===== src/rtl/fd_defs.sv =====
// fd_defs: shared state encoding and instruction constants for the IF/ID
// pipeline register (fetch_decode_reg) and its control block.
package fd_defs;

  typedef enum logic [1:0] {
    RUN    = 2'b00,
    FLUSH  = 2'b01,
    HALTED = 2'b10
  } fd_state_t;

  // WISC-SP13 NOP (opcode 00001), loaded as a bubble
  localparam logic [15:0] NOP_INSTR   = 16'h0800;
  // Instr[15:11] value that stops the front end
  localparam logic [4:0]  HALT_OPCODE = 5'b00000;

  function automatic logic is_halt(input logic [4:0] opcode);
    return opcode == HALT_OPCODE;
  endfunction

endpackage


===== src/rtl/dff.sv =====
// dff: D flip-flop cell with load enable and asynchronous active-low reset.
module dff #(
  parameter int               WIDTH   = 1,
  parameter logic [WIDTH-1:0] RST_VAL = '0
) (
  input  logic             clk,
  input  logic             rst,
  input  logic             en,
  input  logic [WIDTH-1:0] d,
  output logic [WIDTH-1:0] q
);

  // Load d when enabled, otherwise hold; reset forces RST_VAL immediately
  always_ff @(posedge clk or negedge rst) begin
    if (!rst) begin
      q <= RST_VAL;
    end else if (en) begin
      q <= d;
    end
  end

endmodule


===== src/rtl/fd_ctrl.sv =====
// fd_ctrl: RUN/FLUSH/HALTED sequencing and flush bubble counter for the
// IF/ID register. Produces the datapath load strobes.
module fd_ctrl
  import fd_defs::*;
#(
  parameter int FLUSH_CYCLES = 1  // bubbles per flush, 1..3
) (
  input  logic       clk,
  input  logic       rst,
  input  logic       flush,
  input  logic       stall,
  input  logic [4:0] opcode,
  output logic       halted,
  output logic       cap_en,    // capture fetch PC+2 and instruction
  output logic       nop_en,    // load a NOP bubble
  output logic       halt_set   // HALT captured this edge
);

  localparam logic [1:0] RELOAD = 2'(FLUSH_CYCLES - 1);

  fd_state_t  state_reg, state_next;
  logic [1:0] cnt_reg, cnt_next;

  // State and flush counter registers
  always_ff @(posedge clk or negedge rst) begin
    if (!rst) begin
      state_reg <= RUN;
      cnt_reg   <= 2'd0;
    end else begin
      state_reg <= state_next;
      cnt_reg   <= cnt_next;
    end
  end

  // Next state, counter update and load strobes; flush outranks stall
  always_comb begin
    state_next = state_reg;
    cnt_next   = cnt_reg;
    cap_en     = 1'b0;
    nop_en     = 1'b0;
    halt_set   = 1'b0;
    case (state_reg)
      RUN: begin
        if (flush) begin
          nop_en = 1'b1;
          if (RELOAD != 2'd0) begin
            cnt_next   = RELOAD;
            state_next = FLUSH;
          end
        end else if (!stall) begin
          cap_en = 1'b1;
          if (is_halt(opcode)) begin
            halt_set   = 1'b1;
            state_next = HALTED;
          end
        end
      end
      FLUSH: begin
        // Instructions presented here are never captured
        if (flush) begin
          nop_en   = 1'b1;
          cnt_next = RELOAD;
          if (RELOAD == 2'd0) begin
            state_next = RUN;
          end
        end else if (!stall) begin
          nop_en = 1'b1;
          if (cnt_reg <= 2'd1) begin
            cnt_next   = 2'd0;
            state_next = RUN;
          end else begin
            cnt_next = cnt_reg - 2'd1;
          end
        end
      end
      HALTED: begin
        // Only reset leaves HALTED
        state_next = HALTED;
      end
      default: begin
        state_next = RUN;
        cnt_next   = 2'd0;
      end
    endcase
  end

  assign halted = (state_reg == HALTED);

endmodule


===== src/rtl/fetch_decode_reg.sv =====
// fetch_decode_reg: IF/ID pipeline register. Captures PC+2 and the
// instruction, holds on stall, inserts NOP bubbles on flush, and freezes the
// front end once a HALT reaches decode.
// Optional macro FD_PERF_CNT_EN adds saturating stall/bubble counters.
module fetch_decode_reg
  import fd_defs::*;
#(
  parameter int FLUSH_CYCLES = 1  // bubbles per flush, 1..3
) (
  input  logic        clk,
  input  logic        rst,
  input  logic [15:0] PCInc_In_FromF,
  input  logic [15:0] Instr_In_FromF,
  input  logic        Stall_In,
  input  logic        Flush_In,
  output logic [15:0] PCInc_Out_ToD,
  output logic [15:0] Instr_Out_ToD,
  output logic        Valid_Out_ToD,
  output logic        Halt_Out_ToF,
  output logic        err
`ifdef FD_PERF_CNT_EN
  ,
  output logic [15:0] StallCnt_Out,
  output logic [15:0] BubbleCnt_Out
`endif
);

  logic        halted, cap_en, nop_en, halt_set;
  logic        data_en, err_set;
  logic [15:0] pc_reg, instr_reg, instr_next;
  logic        valid_reg, halt_reg, err_reg;

  fd_ctrl #(.FLUSH_CYCLES(FLUSH_CYCLES)) u_ctrl (
    .clk      (clk),
    .rst      (rst),
    .flush    (Flush_In),
    .stall    (Stall_In),
    .opcode   (Instr_In_FromF[15:11]),
    .halted   (halted),
    .cap_en   (cap_en),
    .nop_en   (nop_en),
    .halt_set (halt_set)
  );

  assign data_en    = cap_en | nop_en;
  assign instr_next = nop_en ? NOP_INSTR : Instr_In_FromF;

  // A flush while halted, or a flush+stall on a bubble, is a protocol error
  assign err_set = Flush_In & (halted | (Stall_In & ~valid_reg));

  // Instruction register built per bit so each bit resets to the NOP encoding
  generate
    for (genvar gi = 0; gi < 16; gi++) begin : g_instr_bit
      dff #(.WIDTH(1), .RST_VAL(NOP_INSTR[gi])) u_instr_bit (
        .clk (clk), .rst (rst), .en (data_en),
        .d   (instr_next[gi]), .q (instr_reg[gi])
      );
    end
  endgenerate

  // PC+2 is only updated by a real capture; bubbles keep the last value
  dff #(.WIDTH(16), .RST_VAL(16'h0000)) u_pc (
    .clk (clk), .rst (rst), .en (cap_en), .d (PCInc_In_FromF), .q (pc_reg)
  );

  dff #(.WIDTH(1), .RST_VAL(1'b0)) u_valid (
    .clk (clk), .rst (rst), .en (data_en), .d (cap_en), .q (valid_reg)
  );

  // Halt request rises on the same edge that captures the HALT
  dff #(.WIDTH(1), .RST_VAL(1'b0)) u_halt (
    .clk (clk), .rst (rst), .en (halt_set), .d (1'b1), .q (halt_reg)
  );

  dff #(.WIDTH(1), .RST_VAL(1'b0)) u_err (
    .clk (clk), .rst (rst), .en (err_set), .d (1'b1), .q (err_reg)
  );

  assign PCInc_Out_ToD = pc_reg;
  assign Instr_Out_ToD = instr_reg;
  assign Valid_Out_ToD = valid_reg;
  assign Halt_Out_ToF  = halt_reg;
  assign err           = err_reg;

`ifdef FD_PERF_CNT_EN
  logic        stall_hold;
  logic [15:0] stall_cnt_reg, bubble_cnt_reg;

  // A stall holds only when no flush overrides it and the pipe is not halted
  assign stall_hold = ~halted & ~Flush_In & Stall_In;

  // Saturating event counters; both are idle in HALTED
  always_ff @(posedge clk or negedge rst) begin
    if (!rst) begin
      stall_cnt_reg  <= 16'd0;
      bubble_cnt_reg <= 16'd0;
    end else begin
      if (stall_hold && stall_cnt_reg != 16'hFFFF) begin
        stall_cnt_reg <= stall_cnt_reg + 16'd1;
      end
      if (nop_en && bubble_cnt_reg != 16'hFFFF) begin
        bubble_cnt_reg <= bubble_cnt_reg + 16'd1;
      end
    end
  end

  assign StallCnt_Out  = stall_cnt_reg;
  assign BubbleCnt_Out = bubble_cnt_reg;
`endif

endmodule


===== config.mk =====
export PLATFORM = sky130hd
export DESIGN_NAME = fetch_decode_reg
export DESIGN_NICKNAME = d
export VERILOG_FILES = /design/src/rtl/fd_defs.sv /design/src/rtl/dff.sv /design/src/rtl/fd_ctrl.sv /design/src/rtl/fetch_decode_reg.sv
export SDC_FILE = /design/constraint.sdc
export NUM_CORES = 1
export LEC_CHECK = 0
export BUFFER_PORTS_ARGS = -buffer_cell sky130_fd_sc_hd__clkbuf_2
export CAP_MARGIN = 20
export CORE_UTILIZATION = 30
export DETAILED_ROUTE_END_ITERATION = 8
export PLACE_DENSITY = 0.64
export SLEW_MARGIN = 20
export SYNTH_ARGS = -nofsm -noshare
export SYNTH_HDL_FRONTEND = slang
export SYNTH_SLANG_ARGS = --single-unit

===== constraint.sdc =====
create_clock -name clk -period 1.3 [get_ports clk]
set_clock_uncertainty 0.05 [all_clocks]
set_input_delay 0 -clock clk [delete_from_list [all_inputs] [get_ports clk]]
set_output_delay 0 -clock clk [all_outputs]
set_load 0.02 [all_outputs]

# [Word level (Yosys, flattened, before mapping)]
# Cells that the tools add are included.
# Widths: inputs -> output; s select.
[totals] regBits=39 output_inout_bits=35
[classes] add_sub_neg=1 order_cmp=1 n_eq_ne=7 mux=22 bitwise=6 n_reduce_logical=5
[ops] operator="$mux 2" count=9
[ops] operator="$mux 16" count=1
[ops] operator="$mux 1" count=9
[ops] operator="$pmux 2 s3" count=1
[ops] operator="$logic_not 5->1" count=1
[ops] operator="$reduce_and 5->1" count=1
[ops] operator="$ne 2x2->1 const B" count=2
[ops] operator="$pmux 2 s2" count=1
[ops] operator="$ne 3x2->1 const B" count=1
[ops] operator="$ne 3x3->1 const B" count=1
[ops] operator="$and 1x1->1" count=2
[ops] operator="$eq 2x1->1 const B" count=1
[ops] operator="$eq 2x2->1 const B" count=1
[ops] operator="$le 2x1->1 const B" count=1
[ops] operator="$logic_not 2->1" count=1
[ops] operator="$ne 2x1->1 const B" count=1
[ops] operator="$not 1->1" count=2
[ops] operator="$or 1x1->1" count=2
[ops] operator="$pmux 1 s2" count=1
[ops] operator="$reduce_and 2->1" count=1
[ops] operator="$reduce_or 2->1" count=1
[ops] operator="$sub 2x1->2 const B" count=1

# [Depth between registers and ports, before layout]
[logic_depth] depth_word=5 depth_mapped=4

# [Cells and area by module]
# From an unflattened synthesis, not the netlist that was laid out.
[hier_totals] cells_unflattened=100 hier_area_um2=1625.3
[modules_own_cells] module="dff (g_instr_bit[0].u_instr_bit ...)" instances=18 cells_per_inst=2 area_each_um2=40.0 seq_area_each_um2=25.0
[modules_own_cells] module="dff (u_pc)" instances=1 cells_per_inst=34 area_each_um2=649.4 seq_area_each_um2=400.4
[modules_own_cells] module="fetch_decode_reg" instances=1 cells_per_inst=21 area_each_um2=142.6 seq_area_each_um2=0.0
[modules_own_cells] module="fd_ctrl" instances=1 cells_per_inst=7 area_each_um2=71.3 seq_area_each_um2=25.0
[modules_own_cells] module="dff (g_instr_bit[11].u_instr_bit)" instances=1 cells_per_inst=2 area_each_um2=41.3 seq_area_each_um2=26.3

# [Worst setup path before layout]
# OpenSTA, ideal clock, no wires.
[synth_path] kind="reg-to-reg" from="reg u_ctrl.state_reg[1]" to="reg u_pc.q[0]" setup_ps=125 t_arrival_ps=1150 setup_slack_ps=-25 stages_incl_launch_ff=4 n_path_buf=1 synth_period_minus_slack_ps=1325 cell_sequence="dfrtp_1 > nor3_4 > buf_6 > mux2_2"
[synth_between] elab_chain_cells=2
[synth_lines] item="start, declared" line_no="fd_ctrl.sv:21" text="fd_state_t state_reg, state_next;"
[synth_lines] item="start signal, assigned" line_no="fd_ctrl.sv:30" text="state_reg <= state_next;"
[synth_lines] item="$logic_not 2->1" line_no="fd_ctrl.sv:42" text="case (state_reg)"
[synth_lines] item="$mux 1" line_no="fd_ctrl.sv:42"
[synth_lines] item="end signal, assigned" line_no="dff.sv:16" text="q <= RST_VAL;"
[synth_lines] item="end signal, assigned" line_no="dff.sv:18" text="q <= d;"
[synth_lines] item="end, declared" line_no="dff.sv:10" text="output logic [WIDTH-1:0] q"
# Every way passes these cells.
# A chain may end at the register's enable or synchronous reset.

# [Worst setup path in the final report]
[layout_path] from="reg u_ctrl.state_reg[1]" to="reg u_pc.q[13]"
# The elaborated chain is that of the path after synthesis.

==> impl_metrics.json <==
{
  "outcome": "finished with violations",
  "violations": "negative hold slack",
  "port_buffers": 70,
  "endpoint_kind": "flop",
  "row_count": 25,
  "post_synth_num_cell_types": 20,
  "grt_use_total": 0.129,
  "hold_ws_ns": -0.0411,
  "ir_drop_mv": 0.612,
  "dpl-instance-area_um2": 1810,
  "reg_top3": "g_instr_bit.u_instr_bit.q x16, u_pc.q x16",
  "synth_compound_area_frac": 0.117,
  "fin_util": 0.481,
  "nNetsFinal": 238,
  "worst-path-max-fanout": 6,
  "syn_avg_cell_area_um2": 14.2,
  "cts-root-buf": "clkbuf_8",
  "synthArstFlopShare": 1.00,
  "leakage_nw": 1.19,
  "wl_per_cell_um": 12.0,
  "p_int_mw": 1.88,
  "synth_nets": 140,
  "drc": 0,
  "worstSetupPathType": "flop to flop",
  "clkLatencyLatePin_ns": 0.28,
  "cts.sinks": 36,
  "period_minus_slack_ns": 1.28,
  "synthToLayoutAreaGrowth_pct": 53.3,
  "final_max_slew_viol_count": 0,
  "cap_violations": 0,
  "setup_viol": 0,
  "swShare": 0.219,
  "vias": 1136,
  "worst_pin_slew_ns": 0.449,
  "synth-simple-area-share": 0.0389,
  "drive_above_1_share": 0.542,
  "clockBufferDepth": 2,
  "synth-edff-count": 0,
  "combPwrFrac": 0.119,
  "ys_seq_area_frac": 0.609,
  "antenna_found_initial": 0,
  "die_w_um": 72.2,
  "cts_tree": "built",
  "ys.flop_type": "dfrtp_1",
  "core-area_um2": 4720,
  "postCtsHoldBufs": 33,
  "detail_route.first_pass.iterations": 4,
  "synth_top_family_by_area": "multiplexers",
  "ys_ff_latch": 36,
  "required_ns": 1.42,
  "grt_setup_unrepaired": "yes",
  "slew_headroom": 0.700,
  "routed_wl_mm": 3.23,
  "pin_count": 71,
  "grt-ovfl-total": 0,
  "arrival_ns": 1.40,
  "synth_top_area_frac": 0.592,
  "crit_path_start_kind": "flop",
  "antennaDiodeCount": 0,
  "fin_setup_tns_ns": 0,
  "syn_inst": 104,
  "die_h_um": 72.2,
  "gp_congestion": 0.660,
  "first_iter_violations": 33,
  "cts_htree_levels": 2,
  "cts_buffers": 5,
  "die_area_um2": 5220,
  "hp-class": "input port to flop",
  "ys_top_cells_by_area": "dfrtp_1 59%, mux2_2 12%, buf_4 8.1%",
  "vias_per_cell": 4.21,
  "fin_area_um2": 2270,
  "cellPowerDensity_nw_per_um2": 1060,
  "start_util": 0.313,
  "syn_area_um2": 1480,
  "timing.final.crit_share": 0.987,
  "dpl.hpwl_mm": 2.10,
  "grt_max_degree": 37,
  "ys_warn_count": 0,
  "synthXorXnorAreaFrac": 0,
  "clkPwrFrac": 0.393,
  "pwr-share-seq": 0.488,
  "muxShareOfSynthArea": 0.122,
  "synth_fa_ha_area_frac": 0,
  "path_clk_slew_ns": 0.07,
  "max_freq_mhz": 779,
  "synth_top_area_cell": "dfrtp_1",
  "drtAntennaViolNets": 0,
  "p_switching_mw": 0.528,
  "hold_viol": 1,
  "first_global_vias": 1139,
  "grt_pass1_wl_mm": 5.03
}
## power by group through the flow
stage | Clock [mW] | Combinational [mW] | Sequential [mW]
after floorplan | 0 | 0.0872 | 1.22
after global placement | 0 | 0.208 | 1.20
after detailed placement | 0 | 0.211 | 1.20
after CTS | 0.980 | 0.287 | 1.18
after global routing | 1.03 | 0.312 | 1.18
final | 0.947 | 0.287 | 1.18
## cell usage after synthesis, types with 2 or more instances
cell type,instances
a21oi_1,3
nor4_1,2
buf_6,3
inv_1,2
nand2_1,2
mux2_2,16
a22o_1,10
buf_4,16
a22o_2,5
dfrtp_1,35
## final cells by class
class                   count  area, um2
clock buffers               6       72.6
clock inverters             2       35.0
fillers                   415       2450
inverters                   2       7.51
multi-input cells          46        415
flip-flops and latches     36        902
well taps                  67       83.8
repair buffers            111        753
## per-stage QoR
step	hold slack [ns]	setup slack, ns	power (mW)	std cells
floorplan	-0.346	0.0441	1.31	104
global placement	0.0152	0.0245	1.41	227
detailed placement	0.0174	-0.00857	1.41	227
CTS	-0.0538	-0.00566	2.44	270
global route	-0.0414	-0.0263	2.52	270
finish	-0.0411	0.0165	2.41	270
## critical path: stages (launching register included)
cell and delay, ns:
dfrtp_1 0.40, nor3_4 0.19, buf_4 0.20, mux2_2 0.33
## worst paths after layout
check	cells past startpoint	slack, ns	start	endpoint
min reg2reg	1	0.42	u_err.q$_DFFE_PN0P_	u_err.q$_DFFE_PN0P_
min	2	-0.04	Flush_In	u_valid.q$_DFFE_PN0P_
max	3	0.02	u_ctrl.state_reg[1]$_DFFE_PN0P_	u_pc.q[13]$_DFFE_PN0P_
min in group asynchronous	3	0.23	rst	u_pc.q[7]$_DFFE_PN0P_
max reg2reg	3	0.02	u_ctrl.state_reg[1]$_DFFE_PN0P_	u_pc.q[13]$_DFFE_PN0P_
max in group asynchronous	3	0.61	rst	g_instr_bit[11].u_instr_bit.q$_DFFE_PN1P_
## what timing repair did
action,in CTS,in global routing
gates resized for setup,0,1
buffers inserted,2,0
hold endpoints to repair,71,1
setup endpoints to repair,12,14
## cell usage in the layout, fill, tap and decap left out, types with 2 or more instances in the layout
| cell type | count |
|---|---|
| a21oi_1 | 3 |
| a22o_1 | 10 |
| a22o_2 | 5 |
| buf_4 | 7 |
| clkbuf_2 | 70 |
| clkbuf_8 | 5 |
| dfrtp_1 | 35 |
| dlygate4sd3_1 | 33 |
| inv_1 | 2 |
| mux2_2 | 15 |
| nand2_1 | 2 |
| nor4_1 | 2 |
## cell families after synthesis
group / count (synthesis)
AO/OA/AOI/OAI: 21
buffers and inverters: 22
flip-flops: 36
multiplexers: 16
AND/OR/NAND/NOR: 9
## metal layers
layer | vias to the layer above | part of all wire | GRT usage
li1 | 554 | - | -
met1 | 538 | 0.40 | 0.133
met2 | 36 | 0.53 | 0.233
met3 | 8 | 0.044 | 0.0333
met4 | 0 | 0.025 | 0.0784
met5 | - | 0 | 0
Power figures use the tool's default switching activity.
